[src/rtl/gpin_conditioner.sv]
// Debounces 16 asynchronous field inputs on a prescaled tick and reports level changes.
// Define GPIN_EDGE_LATCH_EN to build the sticky rising-edge flags on edge_out.
module gpin_conditioner #(
  parameter int DIV        = 1000,
  parameter int STABLE_CNT = 4
) (
  input  logic        clk,
  input  logic        rst,
  input  logic [15:0] raw_in,
  input  logic        clr_edges,
  input  logic [15:0] clr_mask,
  output logic [15:0] level_out,
  output logic [15:0] edge_out,
  output logic        change
);

  localparam logic [15:0] DIV_LAST = 16'(DIV - 1);
  localparam logic [2:0]  CNT_LAST = 3'(STABLE_CNT - 1);

  logic [15:0]       sync_p0;
  logic [15:0]       sync_p1;
  logic [15:0]       presc;
  logic              tick;
  logic [15:0][2:0]  stab_cnt;
  logic [15:0][2:0]  stab_cnt_nxt;
  logic [15:0]       level_nxt;

  // Stage p0/p1: two-flop synchronizer on every field input
  always_ff @(posedge clk or posedge rst) begin
    if (rst) begin
      sync_p0 <= '0;
      sync_p1 <= '0;
    end else begin
      sync_p0 <= raw_in;
      sync_p1 <= sync_p0;
    end
  end

  assign tick = (presc == DIV_LAST);

  always_ff @(posedge clk or posedge rst) begin
    if (rst) presc <= '0;
    else     presc <= tick ? 16'd0 : presc + 16'd1;
  end

  // A bit flips only after STABLE_CNT consecutive ticks disagree with the current level
  always_comb begin
    level_nxt    = level_out;
    stab_cnt_nxt = stab_cnt;
    for (int i = 0; i < 16; i++) begin
      if (tick) begin
        if (sync_p1[i] == level_out[i]) begin
          stab_cnt_nxt[i] = 3'd0;
        end else if (stab_cnt[i] >= CNT_LAST) begin
          level_nxt[i]    = sync_p1[i];
          stab_cnt_nxt[i] = 3'd0;
        end else begin
          stab_cnt_nxt[i] = stab_cnt[i] + 3'd1;
        end
      end
    end
  end

  // Stage p2: debounced level and its change strobe land on the same edge
  always_ff @(posedge clk or posedge rst) begin
    if (rst) begin
      stab_cnt  <= '0;
      level_out <= '0;
      change    <= 1'b0;
    end else begin
      stab_cnt  <= stab_cnt_nxt;
      level_out <= level_nxt;
      change    <= |(level_nxt ^ level_out);
    end
  end

`ifdef GPIN_EDGE_LATCH_EN
  logic [15:0] level_d;
  logic [15:0] edge_q;
  logic [15:0] rise;
  logic [15:0] clr_sel;

  assign rise    = level_out & ~level_d;
  assign clr_sel = clr_edges ? clr_mask : 16'h0000;

  // Set is OR-ed in after the clear so a simultaneous rise keeps its flag
  always_ff @(posedge clk or posedge rst) begin
    if (rst) begin
      level_d <= '0;
      edge_q  <= '0;
    end else begin
      level_d <= level_out;
      edge_q  <= (edge_q & ~clr_sel) | rise;
    end
  end

  assign edge_out = edge_q;
`else
  logic unused_clr;

  assign unused_clr = clr_edges ^ (^clr_mask);
  assign edge_out   = 16'h0000;
`endif

endmodule

[config.mk]
export PLATFORM = sky130hd
export DESIGN_NAME = gpin_conditioner
export DESIGN_NICKNAME = d
export VERILOG_FILES = /design/src/rtl/gpin_conditioner.sv
export SDC_FILE = /design/constraint.sdc
export NUM_CORES = 1
export LEC_CHECK = 0
export ABC_AREA = 1
export CAP_MARGIN = 10
export CORE_MARGIN = 2
export CORE_UTILIZATION = 60
export DETAILED_ROUTE_END_ITERATION = 8
export HOLD_SLACK_MARGIN = 0.06
export PLACE_DENSITY = 0.85
export SYNTH_ARGS = -nofsm -noshare
export SYNTH_HDL_FRONTEND = slang
export SYNTH_SLANG_ARGS = --single-unit
[constraint.sdc]
create_clock -name clk -period 7.9 [get_ports clk]
set_input_delay 2.37 -clock clk [delete_from_list [all_inputs] [get_ports clk]]
set_output_delay 2.37 -clock clk [all_outputs]
set_load 0.01 [all_outputs]
==> results of run 1 <==
-- worst paths after layout --
path	depth (start not counted)	end	startpoint
min reg2reg	0	sync_p1[0]$_DFF_PP0_	sync_p0[0]$_DFF_PP0_
max in group asynchronous	3	presc[13]$_DFF_PP0_	rst
max reg2reg	10	level_out[10]$_DFF_PP0_	presc[0]$_DFF_PP0_
min	0	sync_p1[0]$_DFF_PP0_	sync_p0[0]$_DFF_PP0_
min in group asynchronous	2	sync_p1[11]$_DFF_PP0_	rst
max	1	level_out[10]	level_out[10]$_DFF_PP0_
-- power by group through the flow --
stage | clock [uW] | combinational [uW] | sequential, uW
after CTS | 866 | 30.4 | 592
final | 859 | 29.5 | 592
after global routing | 891 | 34.2 | 593
after detailed placement | 0 | 30.1 | 602
after global placement | 0 | 29.4 | 601
after floorplan | 0 | 22.7 | 601
-- metal layers --
layer | vias to the layer above | GRT usage [%]
met4 | 0 | 10.3
li1 | 1967 | -
met3 | 25 | 5.83
met1 | 2036 | 29.8
met5 | - | 0
met2 | 150 | 43.7
-- final cells by class --
cell class	instances	area, um^2	area share, %
Clock buffer	23	467	7.25
Timing Repair Buffer	36	355	5.52
Multi-Input combinational cell	392	2160	33.5
Sequential cell	113	2830	43.9
Inverter	77	292	4.53
Tap cell	108	135	2.10
Clock inverter	9	201	3.13
-- metrics by stage --
| step | hold WS, ns | instances | setup WS [ns] |
|---|---|---|---|
| final | 0.346 | 758 | 4.03 |
| after CTS | 0.347 | 758 | 4.02 |
| after detailed placement | 0.336 | 726 | 3.80 |
| after global routing | 0.347 | 758 | 4.00 |
| after global placement | 0.333 | 726 | 3.84 |
| after floorplan | 0.331 | 613 | 2.54 |
-- cell usage in the layout (no fill, tap or decap), types with 2 or more instances in the layout --
| master | n |
|---|---|
| nor3_1 | 5 |
| clkdlybuf4s50_1 | 34 |
| buf_4 | 2 |
| clkbuf_8 | 4 |
| o21ai_0 | 36 |
| ha_1 | 33 |
| clkbuf_16 | 16 |
| nor2_4 | 2 |
| a21oi_1 | 20 |
| conb_1 | 16 |
| bufinv_16 | 6 |
| nand4_1 | 22 |
| inv_1 | 75 |
| nand2_1 | 73 |
| nor2_1 | 108 |
| xor2_1 | 19 |
| nand3_1 | 39 |
| dfrtp_1 | 113 |
| mux2i_1 | 16 |
| clkbuf_1 | 3 |
-- sequential cells by signal, indices dropped and copies added (netlist names) --
name       cells
sync_p0       16
change         1
presc         16
level_out     16
stab_cnt      48
sync_p1       16
-- kinds of logic after synthesis --
group / synth area share [%]
simple gates: 19.6
xor+xnor: 3.06
compound gates: 5.35
fa+ha+maj: 7.58
other cells: 0.0689
mux: 2.94
flops: 51.9
buf+inv: 9.51
==> metrics.txt, run 1 <==
FF-to-FF setup slack=5.16 ns; CTS Buf Count=17; Final nets=705; Peak VDD IR=0.202 mV; total number of vias=4178; Primary FF master, synth=dfrtp_1; minimum clock period=3.87 ns; post-route cell area=6430 um^2; die area=9860 um^2; boundary pin count=68; metal2 WL=5940 um; 1st-pass router iterations=5; starting density of the core=62.2%; # rows=34; # setup viols final=0; Comb pwr share=2.0%; worst setup path class=reg -> out; Post-CTS Setup Bufs=0; EDFF count, synth=0; first-pass GRT wire length=19500 um; top-count cell post-synth=dfrtp_1; max incr delay on CP=0.57 ns; Synth area leader=dfrtp_1; clock share of power=58.0%; Relative slew margins=30.4%; largest net degree at the start of global routing=66; CP Max Fanout=3; Placed Instance Area=5770 um^2; antenna violations before repair=0; drt via density=5.51; Hold Path Class=reg -> reg; Worst Path Required=5.53 ns; Max Clk Rate=258 MHz; DR iter-0 viols=278; crit-path cells=clkdlybuf4s50_1; final hold vios=0; highest routing layer actually used=met4; Crit. End Element=primary output; Total Wirelength=11200 um; Final HPWL DP=6710 um; warnings from Yosys=0; drt drc=0; post-synthesis register bit count=113; syn_area_per_cell=9.11 um^2; Core Box Area=8760 um^2; Post-CTS Resized=0; CP max-delay cell=clkdlybuf4s50_1; TritonCTS sink count=113; FFs w/ async S/R, synth=100%; Max Clock Skew=0.00789 ns; sequential share of the synthesized area=51.9%; Maximum Capacitance Violations=0; layout cell share with drive strength beyond 1=5.54%; area delta synth->final=18.1%; Post-DRT Antenna Nets=0; vias in the first global route=4288; Worst EP arrival=1.50 ns; power per standard cell area=230 nW/um^2; Post-synth top cells=dfrtp_1 (113), nor2_1 (108), inv_1 (76), nand2_1 (73), nand3_1 (39); Post-Syn Area=5450 um^2; hold_buf cts=0; Flop pwr share=40.0%; Clk Latency, worst-skew pair=0.52 ns; gpl congestion=0.828; Post-Syn Instances=598; RSZ-0062 raised after global routing=no; GRT Overall Usage=25.0%; Psw=282 uW; die height=99.3 um; diode count=0; die width=99.3 um; Cell variety after synth=22; Clk pin slew, worst setup/hold paths=0.06 ns; Int Pwr=1200 uW; final worst path period share=49.0%; I/O Buffers=34; Leak Pwr=0.00330 uW; wire length on met1=4440 um; CP bufs+invs=1; final core utilization=73.4%; # H-tree levels=4; CP startpoint kind=flip-flop; clock buffer depth=2; Root Buffer=clkbuf_8; Overall Power=1480 uW; sw frac=19.1%; Fillers=586; global route overflow=0; synth top area cells=dfrtp_1 (52%), ha_1 (7.6%), nor2_1 (7.4%); status=complete, no violations; measured slew at the worst slew-check pin=1.04 ns; Largest delay share family, worst path=buffers and inverters; setup TNS=0 ns; post-synth top area share=51.9%; WL met3=605 um; Slew Limit Fails=0; DR WL/cell=14.8 um; TritonCTS clock tree=built
No activity file was read; power rests on OpenSTA's default activity.
==> run 2: changes to the inputs <==
- CORE_UTILIZATION: 60 -> 56
- PLACE_DENSITY: 0.85 -> 0.8
- clock period: 7.9 -> 3.65 ns (I/O delays scaled with it)
==> metrics.txt, run 2 (synthesized netlist as in run 1, its figures left out) <==
drt via density=5.10; # setup viols final=0; register area=2830 um^2; CTS Buf Count=17; final hold vios=0; minimum clock period=2.56 ns; commonest non-fill, non-tap cell in the layout=dfrtp_1; area delta synth->final=18.3%; Hold Path Class=reg -> reg; most frequent cells in the layout=dfrtp_1 (113), nor2_1 (108), inv_1 (75); Worst Path Required=2.55 ns; die height=103 um; TritonCTS sink count=113; multi-input logic area=2160 um^2; worst setup path class=reg -> out; Peak VDD IR=0.335 mV; measured slew at the worst slew-check pin=0.767 ns; RSZ-0062 raised after global routing=no; Placed Instance Area=5860 um^2; layout cell share with drive strength beyond 1=6.11%; global route overflow=0; Fillers=683; Crit. End Element=primary output; Int Pwr=2370 uW; 1st-pass router iterations=4; first-pass GRT wire length=17300 um; I/O Buffers=34; TritonCTS clock tree=built; status=complete, no violations; Crit path depth=1; # rows=35; Max Clock Skew=0.0134 ns; boundary pin count=68; Leak Pwr=0.00330 uW; clock buffer depth=2; Comb pwr share=2.3%; Maximum Capacitance Violations=0; Psw=607 uW; GRT Overall Usage=21.3%; Slew Limit Fails=0; Hold Path Depth=0; antenna violations before repair=0; CP startpoint kind=flip-flop; DR WL/cell=13.1 um; Largest register FFs=48; # H-tree levels=4; crit-path cells=clkdlybuf4s50_1; Post-CTS Resized=0; CP max-delay cell=clkdlybuf4s50_1; clock share of power=54.7%; Max Clk Rate=391 MHz; Total Wirelength=10300 um; hold_buf cts=0; largest net degree at the start of global routing=60; drt drc=0; Core Box Area=9330 um^2; Largest delay share family, worst path=buffers and inverters; gpl congestion=0.768; Flop pwr share=43.0%; vias in the first global route=4049; DR iter-0 viols=179; Final HPWL DP=6600 um; CP Max Fanout=3; total number of vias=3999; Relative slew margins=48.7%; Clk Latency, worst-skew pair=0.51 ns; Final nets=710; Post-DRT Antenna Nets=0; Post-CTS Setup Bufs=0; CP bufs+invs=1; setup TNS=0 ns; power per standard cell area=462 nW/um^2; reg2reg path depth=12; sw frac=20.4%; diode count=0; Root Buffer=clkbuf_8; post-route cell area=6440 um^2; Clk pin slew, worst setup/hold paths=0.06 ns; max incr delay on CP=0.57 ns; final worst path period share=70.1%; Worst EP arrival=1.46 ns; Largest Register=stab_cnt; die area=10500 um^2; Overall Power=2980 uW; die width=103 um; starting density of the core=58.4%
[run 2: worst register-to-register path, stage by stage, from the launching register on]
cell and delay (ns):
dfrtp_1 0.36, ha_1 0.18, nand2_1 0.07, inv_1 0.09, nand2_1 0.09, nor2_4 0.08, buf_4 0.23, nand2_2 0.09
inv_2 0.42, buf_4 0.30, nand2_1 0.11, mux2i_1 0.15, inv_1 0.06
[run 2: per-stage QoR]
stage / hold WS, ns / util, % / setup slack (ns) / cells
4_1_cts: 0.347 / 69.1 / 1.07 / 784
3_3_place_gp: 0.332 / 62.8 / 1.36 / 752
2_1_floorplan: 0.331 / - / 1.18 / 613
6_report: 0.346 / 69.1 / 1.09 / 784
5_1_grt: 0.354 / 69.1 / 1.04 / 784
3_5_place_dp: 0.335 / 62.8 / 1.33 / 752
[run 2: worst paths after layout]
| check | startpoint | to | slack, ns |
|---|---|---|---|
| hold reg to reg | sync_p0[7]$_DFF_PP0_ | sync_p1[7]$_DFF_PP0_ | 0.35 |
| max in group asynchronous | rst | stab_cnt[32]$_DFFE_PP0N_ | 1.94 |
| hold / removal | sync_p0[7]$_DFF_PP0_ | sync_p1[7]$_DFF_PP0_ | 0.35 |
| setup reg to reg | presc[0]$_DFF_PP0_ | level_out[10]$_DFF_PP0_ | 1.31 |
| min in group asynchronous | rst | stab_cnt[39]$_DFFE_PP0N_ | 1.07 |
| setup / recovery | level_out[1]$_DFF_PP0_ | level_out[1] | 1.09 |
[run 2: metal layers]
| layer | up-vias | track usage [%] | part of all wire, % |
|---|---|---|---|
| li1 | 1979 | - | - |
| met1 | 1927 | 24.4 | 42 |
| met2 | 87 | 38.0 | 53 |
| met3 | 6 | 6.37 | 3.9 |
| met4 | 0 | 7.59 | 0.83 |
| met5 | - | 0 | 0 |
[run 2: power by group through the flow]
| stage | Sequential (uW) | Combinational, uW | Clock (uW) |
|---|---|---|---|
| detailed placement | 1300 | 71.1 | 0 |
| global route | 1280 | 79.8 | 1710 |
| global placement | 1300 | 70.1 | 0 |
| floorplan | 1300 | 49.4 | 0 |
| CTS | 1280 | 71.9 | 1650 |
| finish | 1280 | 69.6 | 1630 |
[run 2: final cells by class]
cell class                 instances  area share, %
sequential                       113           43.9
timing repair buffer              41           6.48
clock buffer                      23           7.09
tap                              129           2.50
clock inverter                     9           2.04
inverter                          77           4.54
multi-input combinational        392           33.5
==> run 3: changes to the inputs <==
- CORE_UTILIZATION: 56 -> 50
- PLACE_DENSITY: 0.8 -> 0.76
- clock period: 3.65 -> 2.1 ns (I/O delays scaled with it)
==> metrics.txt, run 3 (synthesized netlist as in run 1, its figures left out) <==
total number of vias=4125; RR Endpoint=level_out[7]$_DFF_PP0_; CP max-delay cell=clkdlybuf4s50_1; I/O Buffers=34; gpl congestion=0.874; die width=108 um; # rows=38; max incr delay on CP=0.54 ns; starting density of the core=50.7%; Largest register FFs=48; 1st-pass router iterations=5; TritonCTS clock tree=built; TritonCTS sink count=113; antenna violations before repair=0; crit-path cells=clkdlybuf4s50_1; Largest delay share family, worst path=buffers and inverters; Hold Path Class=reg -> reg; Slew Limit Fails=0; end point of the critical path=change; Placed Instance Area=5910 um^2; Clk pin slew, worst setup/hold paths=0.06 ns; CP startpoint kind=flip-flop; DR WL/cell=13.3 um; area delta synth->final=21.2%; global route overflow=0; clock buffer depth=2; hold_buf cts=0; Peak VDD IR=0.678 mV; Final nets=714; vias in the first global route=4123; Maximum Capacitance Violations=0; GRT Overall Usage=20.2%; CP Max Fanout=1; Crit. Startpoint=change$_DFF_PP0_; DR iter-0 viols=245; Worst EP arrival=1.39 ns; largest net degree at the start of global routing=37; Post-DRT Antenna Nets=0; worst setup path class=reg -> out; RR Startpoint=presc[0]$_DFF_PP0_; RSZ-0062 raised after global routing=no; final worst path period share=96.3%; drt drc=0; CP bufs+invs=1; Final HPWL DP=6940 um; power per standard cell area=835 nW/um^2; boundary pin count=68; Clk Latency, worst-skew pair=0.51 ns; most frequent cells in the layout=dfrtp_1 (113), nor2_1 (108), inv_1 (75); # H-tree levels=4; die height=108 um; Largest Register=stab_cnt; Crit path depth=1; drt via density=5.16; # setup viols final=0; setup TNS=0 ns; commonest non-fill, non-tap cell in the layout=dfrtp_1; Max Clock Skew=0.00568 ns; die area=11700 um^2; status=complete, no violations; Core Box Area=10700 um^2; CTS Buf Count=17; Fillers=851; Root Buffer=clkbuf_8; reg2reg path depth=11; Leak Pwr=0.00364 uW; Worst Path Required=1.47 ns; Max Clk Rate=494 MHz; Post-CTS Setup Bufs=0; final hold vios=0; final core utilization=61.4%; minimum clock period=2.02 ns; Total Wirelength=10700 um; first-pass GRT wire length=18500 um; post-route cell area=6600 um^2; layout cell share with drive strength beyond 1=7.13%; FF-to-FF setup slack=0.23 ns; Crit. End Element=primary output; diode count=0
-- run 3: cell type report --
class / instances / area, um^2 / area share (%)
inverter: 77 / 293 / 4.44
clock buffer: 20 / 445 / 6.75
multi-input combinational: 392 / 2160 / 32.7
clock inverter: 12 / 210 / 3.18
sequential: 113 / 2830 / 42.8
tap: 140 / 175 / 2.65
timing repair buffer: 45 / 493 / 7.47
-- run 3: worst min-delay path by stage --
| stage | from | depth (start not counted) | slack, ns | end |
|---|---|---|---|---|
| floorplan | sync_p0[0]$_DFF_PP0_ | 0 | 0.33 | sync_p1[0]$_DFF_PP0_ |
| global placement | sync_p0[6]$_DFF_PP0_ | 0 | 0.33 | sync_p1[6]$_DFF_PP0_ |
| detailed placement | sync_p0[2]$_DFF_PP0_ | 0 | 0.34 | sync_p1[2]$_DFF_PP0_ |
| CTS | sync_p0[15]$_DFF_PP0_ | 0 | 0.35 | sync_p1[15]$_DFF_PP0_ |
| global route | sync_p0[6]$_DFF_PP0_ | 0 | 0.35 | sync_p1[6]$_DFF_PP0_ |
| finish | sync_p0[6]$_DFF_PP0_ | 0 | 0.35 | sync_p1[6]$_DFF_PP0_ |
-- run 3: repair_timing --
action	CTS	global route
gates resized for setup	2	14
cloned	0	0
endpoints found under the setup margin	2	14
-- run 3: metal layers --
layer  part of all wire [%]  GRT usage, %  up-vias  wire (um)
met5                      0             0        -          0
li1                       -             -     1990          -
met4                    2.4          8.70        0        254
met1                     42          24.4     2008       4520
met3                    3.9          5.36       21        411
met2                     51          34.1      106       5480
-- run 3: power by group --
| part | leakage [uW] | internal (uW) | switching [uW] |
|---|---|---|---|
| registers | 0.00149 | 2210 | 15.4 |
| clock network | 0.000328 | 2210 | 949 |
| logic | 0.00182 | 45.0 | 78.6 |
-- run 3: stage by stage --
stage | std cells | total power [uW] | hold slack, ns | setup WS, ns
final | 799 | 5510 | 0.346 | 0.0768
after global routing | 799 | 5680 | 0.351 | 0.0297
after CTS | 799 | 5540 | 0.349 | 0.000869
after detailed placement | 767 | 2390 | 0.336 | 0.259
after global placement | 767 | 2380 | 0.333 | 0.313
after floorplan | 613 | 2350 | 0.331 | 0.0986
